$ cat src/rtl/pll_mon_pkg.sv
// ---------------------------------------------------------------------------
// pll_mon_pkg
// Shared definitions for the LCD PLL lock monitor: the supervisor state
// encoding and the default width of the edge/window counters.
// ---------------------------------------------------------------------------
package pll_mon_pkg;

   localparam int CNT_W_DEF = 16;

   typedef enum logic [2:0] {
      IDLE      = 3'd0,
      RESET_PLL = 3'd1,
      SETTLE    = 3'd2,
      MEASURE   = 3'd3,
      LOCKED    = 3'd4
   } pll_mon_state_t;

endpackage

$ cat src/rtl/pll_mon_sync.sv
// ---------------------------------------------------------------------------
// pll_mon_sync
// Two-flop synchroniser for an asynchronous level, plus a third stage used
// to flag the rising edge of the synchronised level.
// Ports:
//   clk     in  sampling clock (refclk)
//   rst_n   in  asynchronous active-low reset
//   i_async in  asynchronous input
//   o_sync  out synchronised level (2 flops after i_async)
//   o_rise  out one-cycle pulse on a rising edge of o_sync
// ---------------------------------------------------------------------------
module pll_mon_sync (
   input  logic clk,
   input  logic rst_n,
   input  logic i_async,
   output logic o_sync,
   output logic o_rise
);

   logic r_meta;
   logic r_sync;
   logic r_dly;

   // Synchroniser chain followed by the edge-compare stage.
   always_ff @(posedge clk or negedge rst_n) begin
      if (!rst_n) begin
         r_meta <= 1'b0;
         r_sync <= 1'b0;
         r_dly  <= 1'b0;
      end else begin
         r_meta <= i_async;
         r_sync <= r_meta;
         r_dly  <= r_sync;
      end
   end

   assign o_sync = r_sync;
   assign o_rise = r_sync & ~r_dly;

endmodule

$ cat src/rtl/pll_lock_monitor.sv
// ---------------------------------------------------------------------------
// pll_lock_monitor
// Closed-loop supervisor for the LCD PLL. Holds the PLL in reset, releases
// it, lets it settle, then counts edges of a divided PLL toggle over fixed
// refclk windows. Declares lock after LOCK_WINDOWS consecutive in-tolerance
// windows; re-resets the PLL after MAX_MISS bad windows, or on any bad
// window / lock-flag drop while locked.
// Ports:
//   refclk       in  24 MHz reference, the only clock
//   reset_n      in  asynchronous active-low reset
//   enable       in  run the monitor; low forces IDLE
//   meas_tog     in  asynchronous divided PLL toggle
//   pll_lock_in  in  asynchronous PLL lock flag
//   pll_reset    out active-high PLL reset
//   locked       out frequency verified and lock flag high
//   freq_count   out edge count of the last completed window
//   count_valid  out one-cycle pulse when freq_count updates
//   relock_count out saturating count of PLL re-reset events
// ---------------------------------------------------------------------------
module pll_lock_monitor
   import pll_mon_pkg::*;
#(
   parameter int REF_WINDOW    = 24000,
   parameter int EXP_COUNT     = 2250,
   parameter int TOL           = 4,
   parameter int LOCK_WINDOWS  = 4,
   parameter int MAX_MISS      = 8,
   parameter int RST_CYCLES    = 240,
   parameter int SETTLE_CYCLES = 2400,
   parameter int CNT_W         = CNT_W_DEF
) (
   input  logic             refclk,
   input  logic             reset_n,
   input  logic             enable,
   input  logic             meas_tog,
   input  logic             pll_lock_in,
   output logic             pll_reset,
   output logic             locked,
   output logic [CNT_W-1:0] freq_count,
   output logic             count_valid,
   output logic [7:0]       relock_count
);

   pll_mon_state_t r_state, w_state_nxt;

   logic [CNT_W-1:0] r_tmr, w_tmr_nxt;
   logic [CNT_W-1:0] r_win, w_win_nxt;
   logic [CNT_W-1:0] r_edge, w_edge_nxt;
   logic [CNT_W-1:0] r_freq, w_freq_nxt;
   logic [7:0]       r_good, w_good_nxt;
   logic [7:0]       r_miss, w_miss_nxt;
   logic [7:0]       r_relock, w_relock_nxt;
   logic             r_locked, w_locked_nxt;
   logic             r_cv, w_cv_nxt;
   logic             r_pll_reset;
   logic             w_do_relock;

   logic             w_rise;
   logic             w_lock;
   logic [CNT_W-1:0] w_edge_inc;
   logic [CNT_W:0]   w_freq_ext;
   logic [CNT_W:0]   w_exp_ext;
   logic [CNT_W:0]   w_diff;
   logic             w_good_win;
   logic             w_window_end;

   pll_mon_sync u_sync_tog (
      .clk     (refclk),
      .rst_n   (reset_n),
      .i_async (meas_tog),
      .o_sync  (),
      .o_rise  (w_rise)
   );

   pll_mon_sync u_sync_lock (
      .clk     (refclk),
      .rst_n   (reset_n),
      .i_async (pll_lock_in),
      .o_sync  (w_lock),
      .o_rise  ()
   );

   // Edge count including this cycle's edge, saturating at all-ones.
   assign w_edge_inc = (w_rise && (r_edge != {CNT_W{1'b1}})) ? (r_edge + CNT_W'(1)) : r_edge;

   // Tolerance check one bit wider so the subtraction can never wrap.
   assign w_freq_ext   = {1'b0, w_edge_inc};
   assign w_exp_ext    = (CNT_W+1)'(EXP_COUNT);
   assign w_diff       = (w_freq_ext >= w_exp_ext) ? (w_freq_ext - w_exp_ext) : (w_exp_ext - w_freq_ext);
   assign w_good_win   = (w_diff <= (CNT_W+1)'(TOL)) && w_lock;
   assign w_window_end = (r_win == CNT_W'(REF_WINDOW - 1));

   // Next-state and datapath decode; enable low beats lock drop beats window evaluation.
   always_comb begin
      w_state_nxt  = r_state;
      w_tmr_nxt    = r_tmr;
      w_win_nxt    = r_win;
      w_edge_nxt   = r_edge;
      w_freq_nxt   = r_freq;
      w_good_nxt   = r_good;
      w_miss_nxt   = r_miss;
      w_locked_nxt = r_locked;
      w_relock_nxt = r_relock;
      w_cv_nxt     = 1'b0;
      w_do_relock  = 1'b0;

      if (!enable) begin
         w_state_nxt  = IDLE;
         w_tmr_nxt    = '0;
         w_win_nxt    = '0;
         w_edge_nxt   = '0;
         w_good_nxt   = 8'd0;
         w_miss_nxt   = 8'd0;
         w_locked_nxt = 1'b0;
      end else begin
         case (r_state)
            IDLE: begin
               w_state_nxt = RESET_PLL;
               w_tmr_nxt   = '0;
            end
            RESET_PLL: begin
               if (r_tmr == CNT_W'(RST_CYCLES - 1)) begin
                  w_state_nxt = SETTLE;
                  w_tmr_nxt   = '0;
               end else begin
                  w_tmr_nxt = r_tmr + CNT_W'(1);
               end
            end
            SETTLE: begin
               if (r_tmr == CNT_W'(SETTLE_CYCLES - 1)) begin
                  w_state_nxt = MEASURE;
                  w_tmr_nxt   = '0;
                  w_win_nxt   = '0;
                  w_edge_nxt  = '0;
                  w_good_nxt  = 8'd0;
                  w_miss_nxt  = 8'd0;
               end else begin
                  w_tmr_nxt = r_tmr + CNT_W'(1);
               end
            end
            MEASURE, LOCKED: begin
               if ((r_state == LOCKED) && !w_lock) begin
                  // Partial window is dropped: no freq_count update.
                  w_do_relock = 1'b1;
               end else if (w_window_end) begin
                  // Next window starts from zero; its first-cycle edge is added next cycle.
                  w_win_nxt  = '0;
                  w_edge_nxt = '0;
                  w_freq_nxt = w_edge_inc;
                  w_cv_nxt   = 1'b1;
                  if (w_good_win) begin
                     w_miss_nxt = 8'd0;
                     if ((r_state == MEASURE) && (r_good == 8'(LOCK_WINDOWS - 1))) begin
                        w_state_nxt  = LOCKED;
                        w_locked_nxt = 1'b1;
                        w_good_nxt   = 8'd0;
                     end else if (r_state == MEASURE) begin
                        w_good_nxt = r_good + 8'd1;
                     end else begin
                        w_good_nxt = 8'd0;
                     end
                  end else if ((r_state == LOCKED) || (r_miss == 8'(MAX_MISS - 1))) begin
                     w_do_relock = 1'b1;
                  end else begin
                     w_good_nxt = 8'd0;
                     w_miss_nxt = r_miss + 8'd1;
                  end
               end else begin
                  w_win_nxt  = r_win + CNT_W'(1);
                  w_edge_nxt = w_edge_inc;
               end
            end
            default: begin
               w_state_nxt = IDLE;
            end
         endcase

         if (w_do_relock) begin
            w_state_nxt  = RESET_PLL;
            w_tmr_nxt    = '0;
            w_win_nxt    = '0;
            w_edge_nxt   = '0;
            w_good_nxt   = 8'd0;
            w_miss_nxt   = 8'd0;
            w_locked_nxt = 1'b0;
            w_relock_nxt = (r_relock == 8'hFF) ? r_relock : (r_relock + 8'd1);
         end else begin
            w_relock_nxt = r_relock;
         end
      end
   end

   // State and datapath registers; pll_reset is decoded from the next state.
   always_ff @(posedge refclk or negedge reset_n) begin
      if (!reset_n) begin
         r_state     <= IDLE;
         r_tmr       <= '0;
         r_win       <= '0;
         r_edge      <= '0;
         r_freq      <= '0;
         r_good      <= 8'd0;
         r_miss      <= 8'd0;
         r_relock    <= 8'd0;
         r_locked    <= 1'b0;
         r_cv        <= 1'b0;
         r_pll_reset <= 1'b1;
      end else begin
         r_state     <= w_state_nxt;
         r_tmr       <= w_tmr_nxt;
         r_win       <= w_win_nxt;
         r_edge      <= w_edge_nxt;
         r_freq      <= w_freq_nxt;
         r_good      <= w_good_nxt;
         r_miss      <= w_miss_nxt;
         r_relock    <= w_relock_nxt;
         r_locked    <= w_locked_nxt;
         r_cv        <= w_cv_nxt;
         r_pll_reset <= (w_state_nxt == IDLE) || (w_state_nxt == RESET_PLL);
      end
   end

   assign pll_reset    = r_pll_reset;
   assign locked       = r_locked;
   assign freq_count   = r_freq;
   assign count_valid  = r_cv;
   assign relock_count = r_relock;

endmodule

$ cat config.mk
export PLATFORM = sky130hd
export DESIGN_NAME = pll_lock_monitor
export DESIGN_NICKNAME = d
export VERILOG_FILES = /design/src/rtl/pll_mon_pkg.sv /design/src/rtl/pll_mon_sync.sv /design/src/rtl/pll_lock_monitor.sv
export SDC_FILE = /design/constraint.sdc
export NUM_CORES = 1
export LEC_CHECK = 0
export ABC_AREA = 1
export CORE_ASPECT_RATIO = 1.4
export CORE_MARGIN = 4
export CORE_UTILIZATION = 55
export CTS_CLUSTER_DIAMETER = 120
export DETAILED_ROUTE_END_ITERATION = 8
export PLACE_DENSITY = 0.77
export SLEW_MARGIN = 5
export SYNTH_ARGS = -nofsm -noshare
export SYNTH_HDL_FRONTEND = slang
export SYNTH_SLANG_ARGS = --single-unit
$ cat constraint.sdc
create_clock -name refclk -period 3.6 [get_ports refclk]
set_clock_uncertainty 0.2 [all_clocks]
set_input_delay 0.9 -clock refclk [delete_from_list [all_inputs] [get_ports refclk]]
set_output_delay 0.9 -clock refclk [all_outputs]
set_load 0.05 [all_outputs]
==> impl_metrics.csv <==
group,metric,value,unit
run_status,run_status,"finished, final reports clean",
timing,max_slew_margin,63.01,%
floorplan,io-pin-count,32,
global_route,total_global_route_track_usage,25.37,%
final_layout,area_growth,25.03,%
global_route,top_usage_layer,"met2",
global_route,grt_max_degree,59,
cts,numCtsBuffers,9,
placed_design,portBuffers,31,
pwr,power-per-cell-area,292.0,mW/mm^2
floorplan,chipHeight,138.2,um
critical_path,cp-start-kind,"flip-flop",
synthesis,netlist_instances,946,
timing,timing.final.crit_share,97.91,%
synthesis,synth_area_leader_cell,"sky130_fd_sc_hd__dfrtp_1",
floorplan,die-width,101.0,um
synthesis,synth_enable_flop_cells,0,
cts,htreeDepth,3,
drt,drtPass1Iterations,5,
final_layout,antenna-diode-count,0,
cts,cts_clk_pin_slew_worst_paths,0.07,ns
floorplan,coreArea,0.01182,mm^2
cts,cts_buffer_depth,2,
placed_design,gpl.final_weighted_congestion,0.9817,
cts,clkLatencyLatePin,0.36,ns
global_route,use_met1,30.80,%
synthesis,synth.lib_cells_used.distinct,43,
cts,clock_tree_sinks,99,
synthesis,seq_area_frac_synth,37.20,%
critical_path,crit_path_max_fanout,7,
drt,finalWirelength,18580,um
critical_path,crit_type,"flip-flop to flip-flop",
synthesis,post_synth_instance_area,0.006663,mm^2
synthesis,post-synth-top-count-cell,"sky130_fd_sc_hd__nand2_1",
timing,worstMarginPinSlew,0.5532,ns
synthesis,ys_top_cells_by_area,"sky130_fd_sc_hd__dfrtp_1 (37%), sky130_fd_sc_hd__nand2_1 (15%), sky130_fd_sc_hd__nand3_1 (6.8%)",
synthesis,synthesis.area_per_instance,7.043,um^2
synthesis,yosysWarnings,0,
global_route,via_count_of_the_first_global_routing_pass,6165,
placed_design,detailed_place_hpwl,12780,um
drt,dr_total_vias,6724,
worst_hold_path,worst_hold_path_type,"flip-flop to flip-flop",
global_route,grt_overflow,0,
drt,avgRoutedWirePerCell,15.58,um
cts,cts-root-buf,"sky130_fd_sc_hd__clkbuf_16",
drt,post_drt_via_cell_ratio,5.641,
timing,setup_tns,0,ns
global_route,grt_first_pass_wirelength,28810,um
critical_path,worstRegToRegCells,23,
synthesis,postSynthRegisterBits,99,
drt,detail_route_antenna_nets,0,
cts,tritoncts_clock_tree,"yes",
global_route,antenna_found_initial,0,
final_layout,drive_gt1_share,20.38,%
floorplan,design.die.area,0.01396,mm^2
critical_path,setup.worst_path.end_class,"flip-flop",
placed_design,dpl_cell_area,0.007395,mm^2
drt,drt_first_iter_violations,455,
pwr,p_leak,0.004002,uW
placed_design,dp_worst_setup_slack,-0.1126,ns
timing,finalCriticalPeriod,3.525,ns
drt,route.detailed.drc,0,
critical_path,cp.arrival,3.60,ns
synthesis,share_of_flip_flops_with_an_asynchronous_set_or_reset,100.0,%
synthesis,mappedNetlistNets,960,
timing,layout_setup_ws,0.07520,ns
job,drv.max_cap_violation_count,0,
global_route,grt_util_met3,5.040,%
worst_hold_path,min_delay_path_depth,0,
floorplan,fp-row-count,47,
timing,timing.final.hold_violations,0,
synthesis,top_flip_flop_cell_by_instance_count_after_synthesis,"sky130_fd_sc_hd__dfrtp_1",
final_layout,number_of_nets_in_the_layout,1054,
critical_path,timing.critical_path.required,3.68,ns
global_route,globalRouteMet2Util,42.73,%
timing,max_clock_freq,283.7,MHz
pwr,maximum_ir_drop_on_the_vdd_rail,0.1927,mV
synthesis,netlist.area_leader.share,36.81,%
final_layout,nFillCells,936,
floorplan,floorplan.initialDensity,56.37,%
final_layout,layout.cell_area.non_filler,0.008330,mm^2
final_layout,layout.core_utilization,70.48,%
timing,slew_violations,0,
synthesis,synth_commonest_cells,"sky130_fd_sc_hd__nand2_1 (274), sky130_fd_sc_hd__inv_1 (105), sky130_fd_sc_hd__dfrtp_1 (98), sky130_fd_sc_hd__nand3_1 (91), sky130_fd_sc_hd__nor2_1 (79)",
timing,setup_violations,0,
timing,timing.hold.ws,0.1500,ns
-- registers in the layout, indices dropped and copies added, names as in the netlist --
name,count
count_valid,1
r_state,3
r_good,8
u_sync_tog.o_sync,1
r_win,16
locked,1
pll_reset,1
r_tmr,16
r_edge,16
u_sync_tog.r_meta,1
u_sync_tog.r_dly,1
r_miss,8
freq_count,16
relock_count,8
u_sync_lock.o_sync,1
u_sync_lock.r_meta,1
-- layer usage --
metal | wire (um) | vias to the layer above
met5 | 0 | -
met4 | 752 | 0
met3 | 1015 | 67
met2 | 9536 | 255
met1 | 7273 | 3153
li1 | - | 3249
-- cells in the final DEF, fill, tap and decap left out, types with 24 or more instances in the layout --
cell type,n
sky130_fd_sc_hd__buf_4,60
sky130_fd_sc_hd__clkdlybuf4s50_1,30
sky130_fd_sc_hd__dfrtp_1,98
sky130_fd_sc_hd__inv_1,101
sky130_fd_sc_hd__nand2_1,257
sky130_fd_sc_hd__nand2_2,31
sky130_fd_sc_hd__nand3_1,83
sky130_fd_sc_hd__nand4_1,24
sky130_fd_sc_hd__nor2_1,67
sky130_fd_sc_hd__o21ai_0,59
sky130_fd_sc_hd__xor2_1,36
-- where the power goes --
part / internal [uW] / switching [uW]
clock network: 633 / 444
registers: 1120 / 4.09
logic: 75.4 / 160
-- timing repair --
action,CTS,global route
resized for setup,0,90
pin swaps,0,26
setup buffers,2,28
gates cloned,0,2
hold buffers,0,0
endpoints found under the setup margin,11,45
-- final cells by class --
cell class / count / area (um^2) / share of cell area [%]
tap: 147 / 183.9 / 2.208
sequential: 99 / 2479 / 29.75
clock buffer: 11 / 242.7 / 2.914
inverter: 115 / 449.2 / 5.392
clock inverter: 5 / 82.58 / 0.9913
multi-input combinational: 712 / 3948 / 47.39
timing repair buffer: 103 / 945.9 / 11.35
-- critical path, stage by stage, from the launching register on --
cell and delay (ns):
sky130_fd_sc_hd__dfrtp_1 0.37, sky130_fd_sc_hd__ha_2 0.19, sky130_fd_sc_hd__inv_2 0.04, sky130_fd_sc_hd__nor2_4 0.13, sky130_fd_sc_hd__nand2_4 0.08, sky130_fd_sc_hd__o21ai_4 0.15, sky130_fd_sc_hd__buf_6 0.14, sky130_fd_sc_hd__buf_12 0.11
sky130_fd_sc_hd__inv_4 0.05, sky130_fd_sc_hd__nand2_2 0.05, sky130_fd_sc_hd__nand2_2 0.07, sky130_fd_sc_hd__nor2_4 0.16, sky130_fd_sc_hd__inv_2 0.09, sky130_fd_sc_hd__o21ai_0 0.33, sky130_fd_sc_hd__a21oi_1 0.15, sky130_fd_sc_hd__nand2_1 0.10
sky130_fd_sc_hd__nand3b_1 0.13, sky130_fd_sc_hd__nand2_2 0.07, sky130_fd_sc_hd__nor2_4 0.13, sky130_fd_sc_hd__nand3_4 0.12, sky130_fd_sc_hd__nand3_4 0.12, sky130_fd_sc_hd__nand4_4 0.15, sky130_fd_sc_hd__buf_6 0.18, sky130_fd_sc_hd__o21ai_2 0.12
-- logic make-up (layout without fill, tap and decap cells) --
logic type                 after synthesis  after routing  synth area share [%]
buffers and inverters                  136            234                 8.094
AOI/OAI and AO/OA                      105            105                 9.277
adders and majority gates                9              9                 1.690
and+or+nand+nor                        559            560                 38.74
xor gates and xnor gates                38             38                 4.995
DFF                                     99             99                 37.20
-- worst paths after layout --
check	endpoint	from	slack (ns)
worst min-delay path	u_sync_lock.o_sync$_DFF_PN0_	u_sync_lock.r_meta$_DFF_PN0_	0.15
worst max-delay path	r_tmr[5]$_DFFE_PN0P_	r_edge[0]$_DFFE_PN0P_	0.08
worst min register to register	u_sync_lock.o_sync$_DFF_PN0_	u_sync_lock.r_meta$_DFF_PN0_	0.15
max in group asynchronous	pll_reset$_DFF_PN1_	reset_n	2.29
min in group asynchronous	r_edge[4]$_DFFE_PN0P_	reset_n	0.25
worst max register to register	r_tmr[5]$_DFFE_PN0P_	r_edge[0]$_DFFE_PN0P_	0.08
-- through the flow --
stage / power [uW] / cells
final: 2433 / 1192
after global routing: 2508 / 1192
after CTS: 2399 / 1162
after detailed placement: 1340 / 1144
after global placement: 1338 / 1144
after floorplan: 1264 / 946
Power figures use the tool's default switching activity.
